$ cat src/rtl/button_gesture_decoder_pkg.sv
// button_pkg: shared FSM state and gesture code definitions for the gesture decoder
package button_pkg;

    typedef enum logic [2:0] {IDLE, PRESS1, WAIT2, PRESS2, LONG} state_t;

    typedef logic [1:0] gesture_t;

    localparam gesture_t GEST_NONE   = 2'b00;
    localparam gesture_t GEST_SHORT  = 2'b01;
    localparam gesture_t GEST_DOUBLE = 2'b10;
    localparam gesture_t GEST_LONG   = 2'b11;

endpackage

$ cat src/rtl/button_gesture_decoder_timer.sv
// gesture_timer: clearable, enabled up-counter with an equality compare against a runtime limit
module gesture_timer #(
    parameter int CNT_W = 16
) (
    input  logic             clk,
    input  logic             rst_n,
    input  logic             clr,
    input  logic             en,
    input  logic [CNT_W-1:0] limit,
    output logic             hit
);

    logic [CNT_W-1:0] cnt;

    // count while enabled; a clear always wins so each state starts from zero
    always_ff @(posedge clk) begin
        if (!rst_n)
            cnt <= '0;
        else if (clr)
            cnt <= '0;
        else if (en)
            cnt <= cnt + CNT_W'(1);
    end

    assign hit = (cnt == limit);

endmodule

$ cat src/rtl/button_gesture_decoder.sv
// button_gesture_decoder: classifies debounced presses as short/double/long and ticks auto-repeat while long-held
module button_gesture_decoder import button_pkg::*; #(
    parameter int LONG_CYCLES    = 1000,
    parameter int DBL_GAP_CYCLES = 300,
    parameter int REPEAT_CYCLES  = 100,
    parameter int CNT_W          = 16
) (
    input  logic       clk,
    input  logic       rst_n,
    input  logic       pb_state,
    input  logic       pb_down,
    input  logic       pb_up,
    output logic       gesture_valid,
    output logic [1:0] gesture,
    output logic       repeat_pulse,
    output logic       busy
);

    localparam logic [CNT_W-1:0] LONG_LIM = CNT_W'(LONG_CYCLES - 1);
    localparam logic [CNT_W-1:0] DBL_LIM  = CNT_W'(DBL_GAP_CYCLES - 1);
    localparam logic [CNT_W-1:0] REP_LIM  = CNT_W'(REPEAT_CYCLES - 1);

    state_t           state, nxt_state;
    gesture_t         nxt_gesture;
    logic             nxt_valid, nxt_rep;
    logic             rel, hit, clr, en;
    logic [CNT_W-1:0] limit;

    // a lost pb_up pulse is recovered from the level falling while held
    assign rel   = pb_up | ~pb_state;
    assign en    = (state == PRESS1) | (state == WAIT2) | (state == LONG);
    assign limit = (state == PRESS1) ? LONG_LIM : (state == WAIT2) ? DBL_LIM : REP_LIM;
    assign clr   = (nxt_state != state) | nxt_rep;

    gesture_timer #(.CNT_W(CNT_W)) u_timer (
        .clk   (clk),
        .rst_n (rst_n),
        .clr   (clr),
        .en    (en),
        .limit (limit),
        .hit   (hit)
    );

    // next state and next outputs; input pulses take priority over the timer compare
    always_comb begin
        nxt_state   = state;
        nxt_valid   = 1'b0;
        nxt_gesture = GEST_NONE;
        nxt_rep     = 1'b0;
        case (state)
            IDLE:   if (pb_down) nxt_state = PRESS1;
            PRESS1: begin
                if (rel) begin
                    nxt_state = WAIT2;
                end else if (hit) begin
                    nxt_state   = LONG;
                    nxt_valid   = 1'b1;
                    nxt_gesture = GEST_LONG;
                end
            end
            WAIT2: begin
                if (pb_down) begin
                    nxt_state = PRESS2;
                end else if (hit) begin
                    nxt_state   = IDLE;
                    nxt_valid   = 1'b1;
                    nxt_gesture = GEST_SHORT;
                end
            end
            PRESS2: begin
                if (rel) begin
                    nxt_state   = IDLE;
                    nxt_valid   = 1'b1;
                    nxt_gesture = GEST_DOUBLE;
                end
            end
            LONG: begin
                if (rel)
                    nxt_state = IDLE;
                else
                    nxt_rep = hit;
            end
            default: nxt_state = IDLE;
        endcase
    end

    // state and all outputs registered together
    always_ff @(posedge clk) begin
        if (!rst_n) begin
            state         <= IDLE;
            gesture_valid <= 1'b0;
            gesture       <= GEST_NONE;
            repeat_pulse  <= 1'b0;
            busy          <= 1'b0;
        end else begin
            state         <= nxt_state;
            gesture_valid <= nxt_valid;
            gesture       <= nxt_gesture;
            repeat_pulse  <= nxt_rep;
            busy          <= (nxt_state != IDLE);
        end
    end

endmodule
$ cat config.mk
export PLATFORM = sky130hd
export DESIGN_NAME = button_gesture_decoder
export DESIGN_NICKNAME = d
export VERILOG_FILES = /design/src/rtl/button_gesture_decoder_pkg.sv /design/src/rtl/button_gesture_decoder_timer.sv /design/src/rtl/button_gesture_decoder.sv
export SDC_FILE = /design/constraint.sdc
export NUM_CORES = 1
export LEC_CHECK = 0
export ABC_AREA = 1
export CAP_MARGIN = 20
export CELL_PAD_IN_SITES_DETAIL_PLACEMENT = 1
export CELL_PAD_IN_SITES_GLOBAL_PLACEMENT = 1
export CORE_UTILIZATION = 39
export CTS_CLUSTER_SIZE = 25
export DETAILED_ROUTE_END_ITERATION = 8
export PLACE_DENSITY_LB_ADDON = 0.15
export SLEW_MARGIN = 20
export SYNTH_ARGS = -nofsm -noshare
export SYNTH_HDL_FRONTEND = slang
export SYNTH_SLANG_ARGS = --single-unit
export TNS_END_PERCENT = 100
$ cat constraint.sdc
create_clock -name clk -period 1.5 [get_ports clk]
set_input_delay 0.375 -clock clk [delete_from_list [all_inputs] [get_ports clk]]
set_output_delay 0.375 -clock clk [all_outputs]
set_load 0.05 [all_outputs]
Word level (Yosys, flattened, before mapping)
Cells that the tools add are included.
{"block": "word_totals", "regBits": 24, "inputBits": 5, "out_inout_bits": 5, "word_cells": 45}
{"block": "classes", "add_sub_neg": 1, "eq_ne": 6, "muxes": 22, "bitwise_logic": 6, "reduce_logical": 4}
{"cell": "$mux W3", "n": 6}
{"cell": "$add A16 B1 Y16 const B", "n": 1}
{"cell": "$eq A16 B10 Y1", "n": 1}
{"cell": "$pmux W3 S4", "n": 1}
{"cell": "$mux W10", "n": 1}
{"cell": "$mux W9", "n": 1}
{"cell": "$mux W1", "n": 8}
{"cell": "$eq A3 B2 Y1 const B", "n": 2}
{"cell": "$mux W2", "n": 3}
{"cell": "$pmux W2 S3", "n": 1}
{"cell": "$or A1 B1 Y1", "n": 4}
{"cell": "$reduce_or A2 Y1", "n": 2}
{"cell": "$eq A3 B1 Y1 const B", "n": 1}
{"cell": "$eq A3 B3 Y1 const B", "n": 1}
{"cell": "$logic_not A3 Y1", "n": 1}
{"cell": "$ne A3 B3 Y1", "n": 1}
{"cell": "$pmux W1 S3", "n": 1}
{"cell": "$reduce_bool A3 Y1", "n": 1}
{"cell": "$not A1 Y1", "n": 2}

Longest topological paths before layout
Gate-level depths: netlist of the first run.
{"block": "depth", "depth_word": 10, "mapped_depth": 15}

Hierarchy
A second synthesis of the first run with hierarchy kept.
{"block": "unflattened", "cells_unflattened": 228, "hier_area_um2": 1470.2}
{"module": "gesture_timer", "instances": 1, "cells_per_inst": 161, "area_per_inst_um2": 1009.7}
{"module": "button_gesture_decoder", "instances": 1, "cells_per_inst": 67, "area_per_inst_um2": 460.4}

Worst setup path before layout of the first run
Ideal clock, no wire load.
{"block": "synth_timing", "path_type": "flip-flop to flip-flop", "startpoint": "register state[1]", "endpoint": "register u_timer.cnt[10]", "setup_time_ns": 0.121, "t_arrival_ns": 1.531, "required_time_ns": 1.379, "setup_slack_ns": -0.151, "stages_incl_launch_ff": 15, "period_less_slack_ns": 1.651, "cell_sequence": "dfxtp_1 -> buf_8 -> inv_2 -> nand3_4 -> o21ai_2 -> nand2_4 -> nor2_4 -> nand2_2 -> nand3_2 -> nand3_2 -> nand2_1 -> nand2_1 -> nand2_4 -> buf_12 -> nor2_4"}
{"block": "synth_between", "elab_chain_len": 10, "word_cells_on_any_way": 23}
{"item": "start: declaration", "line_no": "button_gesture_decoder.sv:23", "source": "state_t state, nxt_state;"}
{"item": "start signal: assignment", "line_no": "button_gesture_decoder.sv:96", "source": "state <= nxt_state;"}
{"item": "$eq A3 B2 Y1", "line_no": "button_gesture_decoder.sv:31, button_gesture_decoder.sv:32, button_gesture_decoder.sv:50"}
{"item": "$mux W9", "line_no": "button_gesture_decoder.sv:32", "source": "assign limit = (state == PRESS1) ? LONG_LIM : (state == WAIT2) ? DBL_LIM : REP_LIM;"}
{"item": "$mux W10", "line_no": "button_gesture_decoder.sv:32"}
{"item": "$eq A16 B10 Y1", "line_no": "button_gesture_decoder_timer.sv:25", "source": "assign hit = (cnt == limit);"}
{"item": "$mux W3, on equally long branches", "line_no": "button_gesture_decoder.sv:64, button_gesture_decoder.sv:55"}
{"item": "$mux W3, on equally long branches", "line_no": "button_gesture_decoder.sv:62, button_gesture_decoder.sv:53"}
{"item": "$pmux W3 S4", "line_no": "button_gesture_decoder.sv:50", "source": "case (state)"}
{"item": "$ne A3 B3 Y1", "line_no": "button_gesture_decoder.sv:33", "source": "assign clr = (nxt_state != state) | nxt_rep;"}
{"item": "$or A1 B1 Y1", "line_no": "button_gesture_decoder.sv:33"}
{"item": "$reduce_or A2 Y1 (no source line)"}
{"item": "end signal: assignment", "line_no": "button_gesture_decoder_timer.sv:22", "source": "cnt <= cnt + CNT_W'(1);"}
{"item": "end: declaration", "line_no": "button_gesture_decoder_timer.sv:13", "source": "logic [CNT_W-1:0] cnt;"}
Parallel ways exist; a longest one is shown, timed or not.
A chain may end at the register's enable or synchronous reset.

Worst setup path in the final report of the first run
{"block": "layout_timing", "startpoint": "register u_timer.cnt[7]", "endpoint": "register u_timer.cnt[13]"}
{"block": "layout_between", "elab_chain_len": 7, "word_cells_on_any_way": 12}
{"item": "$eq A16 B10 Y1", "line_no": "button_gesture_decoder_timer.sv:25"}
{"item": "$mux W3, on equally long branches", "line_no": "button_gesture_decoder.sv:64, button_gesture_decoder.sv:55"}
{"item": "$mux W3, on equally long branches", "line_no": "button_gesture_decoder.sv:62, button_gesture_decoder.sv:53"}
{"item": "$pmux W3 S4", "line_no": "button_gesture_decoder.sv:50"}
{"item": "$ne A3 B3 Y1", "line_no": "button_gesture_decoder.sv:33"}
{"item": "$or A1 B1 Y1", "line_no": "button_gesture_decoder.sv:33"}
{"item": "$reduce_or A2 Y1 (no source line)"}
Parallel ways exist; a longest one is shown, timed or not.

==> results of run 1 <==
[layout by cell type (no fill, tap or decap), drive strengths merged, types with 2 or more instances in the layout]
| cell | synthesis | layout |
|---|---|---|
| nor4 | 4 | 4 |
| mux2i | 2 | 2 |
| buf | 3 | 61 |
| dfxtp | 24 | 24 |
| nor2 | 45 | 45 |
| nand4 | 5 | 5 |
| clkdlybuf4s50 | 0 | 2 |
| nor3 | 5 | 5 |
| a31oi | 2 | 2 |
| xnor2 | 3 | 3 |
| clkbuf | 1 | 4 |
| nand2 | 41 | 42 |
| xor2 | 10 | 10 |
| a21oi | 4 | 4 |
| o21ai | 2 | 2 |
| dlygate4sd2 | 0 | 2 |
| nand3 | 12 | 12 |
| inv | 25 | 25 |
| o31ai | 2 | 2 |
[area by class of cell]
cell class	count	area share, %
clock buffers	4	2.19
inverters	25	4.03
multi-input cells	142	48.7
flip-flops and latches	24	19.6
well taps	48	2.39
repair buffers	65	23.1
[worst max-delay path by stage]
stage / startpoint / end / slack (ns) / depth (start not counted)
4_1_cts: state[0] / u_timer.cnt[3] / -0.27 / 11
6_report: u_timer.cnt[7] / u_timer.cnt[13] / -0.38 / 7
3_5_place_dp: pb_state / u_timer.cnt[7] / -0.75 / 8
5_1_grt: u_timer.cnt[7] / u_timer.cnt[13] / -0.46 / 7
3_3_place_gp: pb_state / u_timer.cnt[9] / -0.62 / 8
2_1_floorplan: state[1] / u_timer.cnt[10] / -0.13 / 14
[tightest hold or removal path, cell delays in order (launching register included)]
cell,delay [ns]
sky130_fd_sc_hd__dfxtp_1,0.36
sky130_fd_sc_hd__buf_4,0.14
sky130_fd_sc_hd__xor2_2,0.08
sky130_fd_sc_hd__nor2_4,0.09
[state kept, by name, indices dropped and copies added, names as in the netlist]
| signal | flops |
|---|---|
| busy | 1 |
| repeat_pulse | 1 |
| state | 3 |
| u_timer.cnt | 16 |
| gesture_valid | 1 |
| gesture | 2 |
[cell families after synthesis]
logic type	after synthesis	share of synthesized area [%]
AOI/OAI and AO/OA	12	4.90
xor gates and xnor gates	13	7.43
adders and majority gates	1	0.816
buffers and inverters	29	9.55
DFF	24	31.3
muxes	2	1.31
and+or+nand+nor	113	44.7
[repair_timing]
item | 4_1_cts | 5_1_grt
pin swaps | 18 | 20
gates cloned | 1 | 0
endpoints found under the setup margin | 24 | 24
gates resized for setup | 42 | 34
setup buffers | 2 | 2
[metal layers]
layer  track usage, %  vias to the layer above
met1             36.4                      814
li1                 -                      750
met4             10.8                        0
met3             3.87                       22
met2             54.3                       54
met5                0                        -
[per-stage QoR]
| step | worst slack [ns] | cells | util [%] |
|---|---|---|---|
| after CTS | -0.269 | 307 | 63.8 |
| after detailed placement | -0.747 | 301 | 57.2 |
| final | -0.377 | 308 | 67.7 |
| after global placement | -0.622 | 301 | 57.2 |
| after global routing | -0.457 | 308 | 67.7 |
| after floorplan | -0.134 | 194 | - |
[report_power, final]
part / total (µW) / internal (µW) / switching (µW)
logic: 476 / 183 / 293
registers: 672 / 650 / 22.7
clock network: 472 / 236 / 236
total: 1620 / 1070 / 552
==> flow_results.org, run 1 <==
** Route
- Drt total wl :: between 6000 and 7000 µm
- Met2 routed wirelength :: 3310 µm
- DRT met1 WL :: 2890 µm
- For this run, design rule violations remaining after detail routing come to 0.
- Post-detailed-route wirelength per cell :: ~22 µm
- Wire segments on met3 add up to about 310 µm in the final route.
- Using the TritonRoute via totals, the vias-per-cell ratio works out to between 5 and 6.
- Uppermost layer routed :: met4
- Number of iterations in the first detailed-routing pass :: 4
- Antenna-violating nets left :: 0
- Number of DRC markers after the initial detailed-route iteration :: approximately 130
- The final route contains between 1.5k and 2k vias.

** STA
- PnR worst setup slack :: -0.377 ns
- Unrepaired setup endpoints after global routing :: true
- Subtracting the final worst setup slack from the clock period gives 1.88 ns.
- The max-slew violation total from the final report was 0.
- Final Hold Vio Count :: 0
- Final setup violation count :: 22
- Worst max-slew margin expressed relative to the limit :: approximately 74%
- Post-Route Setup TNS :: -6.35 ns
- At the pin with the least slew margin, the transition time is roughly 0.38 ns.
- Final hold slack :: 0.693 ns
- Of the available clock period, the critical path in the final layout requires 125%.
- Timing would allow up to ~530 MHz.
- Worst-case clock skew :: ~0.0026 ns

** Logic synthesis
- After synthesis, the share of flip-flops with an asynchronous set or reset is 0%.
- Dividing the synthesized area by the synthesized cell count gives just under 8 µm².
- Top cell type's share of synthesized area :: between 30% and 40%
- In this run the cell area of the synthesized design comes to between 1500 and 2000 µm².
- After synthesis, flip-flops and latches occupy a little under a third of the total area.
- Prevailing post-synth register cell :: sky130_fd_sc_hd__dfxtp_1
- Synthesis instantiated 33 different standard cells from the library.
- The synthesized design contains 0 enable-type register cells.
- Largest area contributor in the synthesized netlist :: sky130_fd_sc_hd__dfxtp_1
- Count of yosys warnings during synthesis :: 0
- Most numerous cell types in the synthesized netlist :: sky130_fd_sc_hd__nand2_1 (28), sky130_fd_sc_hd__nor2_1 (28), sky130_fd_sc_hd__dfxtp_1 (24), sky130_fd_sc_hd__inv_1 (21), sky130_fd_sc_hd__nor2_4 (13)
- Net Count, Synth :: 200
- Ranked by total cell area, the synthesized netlist is headed by sky130_fd_sc_hd__dfxtp_1 (31%), sky130_fd_sc_hd__nor2_4 (9.6%), sky130_fd_sc_hd__nand2_1 (6.9%), sky130_fd_sc_hd__nor2_1 (6.9%), sky130_fd_sc_hd__xor2_1 (5.7%).
- Synthesis inferred 24 register bits.
- Post-Syn Instances :: between 150 and 200

** Power
- Summing internal, switching and leakage power gives 1620 µW.
- IR analysis of the VDD net gives a maximum drop of around 650 µV.
- For this design the static power due to leakage is 0.000957 µW.
- PwrDens :: about 640 nW/µm²

** Setup path
- The setup check on the worst reg-to-reg path leaves a slack of -0.38 ns.
- Series of cell instances along the critical path :: buf_4 > nand2_1 > nor4_1 > nand2_1 > xor2_1 > a21oi_1 > nor2_4
- STA classifies the critical path startpoint as a flop.
- The startpoint identified for the worst register-to-register timing path is u_timer.cnt[7].
- Reg2Reg Capture Point :: u_timer.cnt[13]
- By startpoint and endpoint, the worst setup path is classified as reg -> reg.
- Along the worst path, the maximum fanout reaches 3.
- The worst register-to-register path has a depth of 7.
- Cell family with the largest share of critical-path delay :: simple AND/OR/NAND/NOR gates
- The worst setup path is captured at a flop.
- Largest stage delay on the critical path :: approximately 0.42 ns
- Worst path most repeated cell :: sky130_fd_sc_hd__nand2_1
- Data on the critical path is required at its endpoint by between 1.5 and 2 ns.
- Critical path buffers and inverters :: 1
- For the worst setup path, the data arrival time is slightly above 2 ns.
- For this design, the slowest cell found on the critical path is sky130_fd_sc_hd__dfxtp_1.

** Final layout
- The layout has around 420 filler cells.
- Summing all non-filler instances in the final layout gives an area of approximately 2500 µm².
- The post-route netlist has roughly three fifths of its cells at a drive strength greater than 1.
- In the final layout, flip-flops and latches occupy between 400 and 500 µm².
- Area growth from synthesis to layout :: 64.2%
- The number of antenna diodes in the final layout is 0.
- In the final layout, the multi-input gates occupy approximately 1200 µm².
- The final layout contains around 270 nets.

** Clock tree
- TritonCTS clock tree :: yes
- The tree is rooted in a sky130_fd_sc_hd__clkbuf_8.
- The longest clock path from root to sink contains 2 buffers.
- Hold-fix buffer count after cts :: 0
- Clock latency at the later pin of the worst-skew pair :: 0.28 ns
- Clock-pin slew was measured on the worst setup and hold paths at roughly 0.090 ns.
- Inserted Clock Buffers :: 3
- Sinks on Clock Net :: 24
- In this run the number of H-tree levels came out at 1.

** Hold path
- The path class of the tightest hold or removal check is reg -> reg.
- Hold Path Origin :: u_timer.cnt[12]
- For hold timing, the worst endpoint is u_timer.cnt[12].
- Worst hold stages :: 3

** Placement
- The congestion estimate from routability-driven global placement came to around 0.83.
- Placed wire-length estimate after detailed placement :: ~3600 µm
- Placed standard-cell area :: around 2100 µm²
- Number of I/O port buffers :: 9

** Floorplanning
- IO Count :: 10
- DIE WIDTH :: ~65 µm
- The core region is about 3700 µm².
- The floorplan step defined a die boundary enclosing approximately 4200 µm².
- In this run the vertical extent of the chip is between 60 and 70 µm.
- The floorplan has 22 rows.
- Once the floorplan was initialized, standard cells occupied between 40% and 50% of the core.

** Global routing
- The number of global-route vias before repair is between 1.5k and 2k.
- Pin count of the biggest net entering global routing :: 14
- Global-route wire length before repair :: around 9200 µm
- Overflow left after global routing :: 0
- Antenna violations before repair :: 0
- Aggregate global-route resource usage :: 30.2%

** Job
- Number of violations of the max-capacitance limit :: 0

** Outcome
- The run finished, with violations left.
- Violations in the final reports :: negative setup slack
Power figures use the tool's default switching activity.
==> inputs of run 2 (changes only) <==
--- a/config.mk
+++ b/config.mk
@@ -12,6 +12,7 @@
 export CORE_UTILIZATION = 39
 export CTS_CLUSTER_SIZE = 25
 export DETAILED_ROUTE_END_ITERATION = 8
+export GPL_TIMING_DRIVEN = 0
 export PLACE_DENSITY_LB_ADDON = 0.15
 export SLEW_MARGIN = 20
 export SYNTH_ARGS = -nofsm -noshare
==> run 2 against run 1 <==
The run still ends with negative setup slack left; highest routed layer unchanged; largest power group unchanged; global-route usage decreased by 4.5 points; critical path depth increased by 7; power increased by 1.9%.
==> flow_results.org, run 2 (synthesis results as in run 1) <==
** Placement
- Placed cells :: roughly 250
- Input and output buffers added on the ports amount to 9.
- At the end of routability-driven placement, the weighted congestion stood at about 0.75.
- Placed wire-length estimate after detailed placement :: about 2900 µm

** STA
- Setup repair after global routing could not meet its margin everywhere.
- Final Hold Vio Count :: 0
- After layout, the worst path uses 133% of the clock period.
- Worst max-slew margin expressed relative to the limit :: 67.4%
- Adding up every negative setup slack in the final design gives -8.18 ns.
- Timing would allow up to approximately 500 MHz.
- Final count of pins violating max slew :: 0
- The smallest clock period supported by the final layout is computed as 1.99 ns.
- On the final layout, the worst clock skew is ~0.0018 ns.
- Measured slew at the worst slew-check pin :: between 0.4 and 0.5 ns
- Across all setup checks in the final design, the least slack found is -0.490 ns.
- Setup violations remaining at the end of the flow were counted as 23.

** Final layout
- The library cells used most frequently in the layout, excluding fill and tap cells, are sky130_fd_sc_hd__buf_4 (28), sky130_fd_sc_hd__nor2_4 (22), sky130_fd_sc_hd__nand2_1 (20), sky130_fd_sc_hd__inv_1 (20), sky130_fd_sc_hd__dfxtp_1 (16).
- The largest registers in the layout are u_timer.cnt: 16 flops, state: 3 flops, gesture: 2 flops.
- The register with the most flip-flops in the layout has 16 of them.
- Most common cell after layout, fill and taps aside :: sky130_fd_sc_hd__buf_4
- Compared with the post-synthesis result, the final layout area differs by 49.7%.
- ANT cells :: 0
- Layout cell share with drive strength beyond 1 :: a little over half
- The layout has around 430 filler cells.
- Net count of the finished layout :: 247
- Top reg by flops :: u_timer.cnt
- Final cell count without fillers :: ~290

** Setup path
- For the worst setup path, the data required time is 1.67 ns.
- Start point of the critical path :: u_timer.cnt[6]
- STA classifies the critical path startpoint as a flop.
- Startpoint of the worst-slack reg-to-reg timing path :: u_timer.cnt[6]
- At the worst endpoint, the arrival time is between 2 and 2.5 ns.
- Largest fanout on the critical path :: 5
- Kind of end point of the critical path :: flop
- The worst setup path is of the reg -> reg kind.

** Clock tree
- CTS clk-pin slew, worst paths :: 0.09 ns
- The clock reaches the later pin of the worst-skew pair after ~0.27 ns.
- Buffers inserted to repair hold after CTS numbered 0.
- Counting the buffers created by CTS gives 3.
- Library cell used as clock root buffer :: sky130_fd_sc_hd__clkbuf_8
- TritonCTS clock tree :: yes
- H-tree depth :: 1
- The longest clock path from root to sink contains 2 buffers.
- Counting every sink on the clock net gives 24.

** Floorplanning
- DIE WIDTH :: 64.7 µm
- Height of the chip :: roughly 65 µm
- For this configuration, the core starts out at a cell density of between 40% and 50%.
- IO Count :: 10
- The core region is 3720 µm².
- Floorplan die area :: approximately 4200 µm²
- Number of core rows :: 22

** Route
- Number of iterations in the first detailed-routing pass :: 4
- The count of nets left with antenna violations once routing finished came out at 0.
- Drt total wl :: between 5000 and 6000 µm
- Drt drc :: 0
- Dividing the detail-routed wire length by the instance count gives around 19 µm.
- In this run, the number of DRC markers left after iteration 0 of detailed routing was 35.
- Using the TritonRoute via totals, the vias-per-cell ratio works out to between 5 and 6.
- Via count :: 1500

** Global routing
- The first global-routing pass estimated ~8000 µm of wire.
- Global routing used 25.7% of the available tracks across all layers.
- The number of global-route vias before repair was approximately 1.6k.
- Pin count of the biggest net entering global routing :: 14
- The initial antenna violation count is 0.
- Overflow left after global routing :: 0

** Power
- The worst-case IR drop observed on VDD is between 300 and 400 µV.
- In this run the power density over the cells is roughly 720 nW/µm².
- Total leakage power :: approximately 0.00089 µW

** Outcome
- Result of the run :: finished with violations
- Violations in the final reports :: negative setup slack

** Hold path
- Worst min-delay path class :: reg -> reg
- The worst hold path begins at u_timer.cnt[12].

** Job
- Number of violations of the max-capacitance limit :: 0
[run 2: layout make-up]
class | count | area [µm²] | area share, %
multi-input combinational | 141 | 1150 | 50.1
tap | 48 | 60.1 | 2.62
timing repair buffer | 43 | 383 | 16.7
clock buffer | 4 | 55.1 | 2.40
sequential | 24 | 493 | 21.5
inverter | 25 | 104 | 4.53
buffer | 3 | 50.0 | 2.18
[run 2: per-stage QoR]
stage | cell area [µm²] | util (%) | setup slack [ns] | power (µW) | hold WS [ns]
floorplan | 1560 | - | -0.134 | 901 | 0.491
global placement | 1710 | 46.0 | -0.720 | 955 | 0.536
detailed placement | 1710 | 46.0 | -0.808 | 963 | 0.573
CTS | 2140 | 57.5 | -0.346 | 1590 | 0.558
global route | 2290 | 61.8 | -0.553 | 1710 | 0.597
finish | 2290 | 61.8 | -0.490 | 1650 | 0.573
[run 2: worst paths after layout]
path	cells after the start	endpoint	slack (ns)
hold reg to reg	2	u_timer.cnt[12]	0.57
setup reg to reg	14	u_timer.cnt[0]	-0.49
setup / recovery	14	u_timer.cnt[0]	-0.49
hold / removal	2	u_timer.cnt[12]	0.57
[run 2: report_power, final]
group	switching [µW]	internal (µW)
clock	233	235
combinational	279	247
sequential	8.47	648
[run 2: timing repair]
action                                  in CTS  in global routing
hold endpoints to repair                     0                  0
gates resized for setup                     51                 28
cloned                                       1                  0
setup buffers                               28                 11
endpoints found under the setup margin      29                 28
pin swaps                                   16                 19
[run 2: worst max-delay path, cell delays in order, from the launching register on]
cell,delay (ns)
sky130_fd_sc_hd__dfxtp_2,0.37
sky130_fd_sc_hd__inv_1,0.18
sky130_fd_sc_hd__nand4_1,0.18
sky130_fd_sc_hd__nand2_2,0.15
sky130_fd_sc_hd__inv_4,0.06
sky130_fd_sc_hd__nor2_8,0.10
sky130_fd_sc_hd__nand3_2,0.09
sky130_fd_sc_hd__nand2_2,0.10
sky130_fd_sc_hd__nand2_2,0.08
sky130_fd_sc_hd__nor2_4,0.12
sky130_fd_sc_hd__nor2_4,0.04
sky130_fd_sc_hd__nand2_4,0.12
sky130_fd_sc_hd__buf_12,0.12
sky130_fd_sc_hd__buf_12,0.13
sky130_fd_sc_hd__nor2_4,0.03
[run 2: layer usage]
metal	up-vias	routed length (µm)	global-route usage [%]
met1	748	2310	31.6
met2	28	2800	45.7
li1	704	-	-
met3	20	109	3.35
met4	0	225	8.61
met5	-	0	0
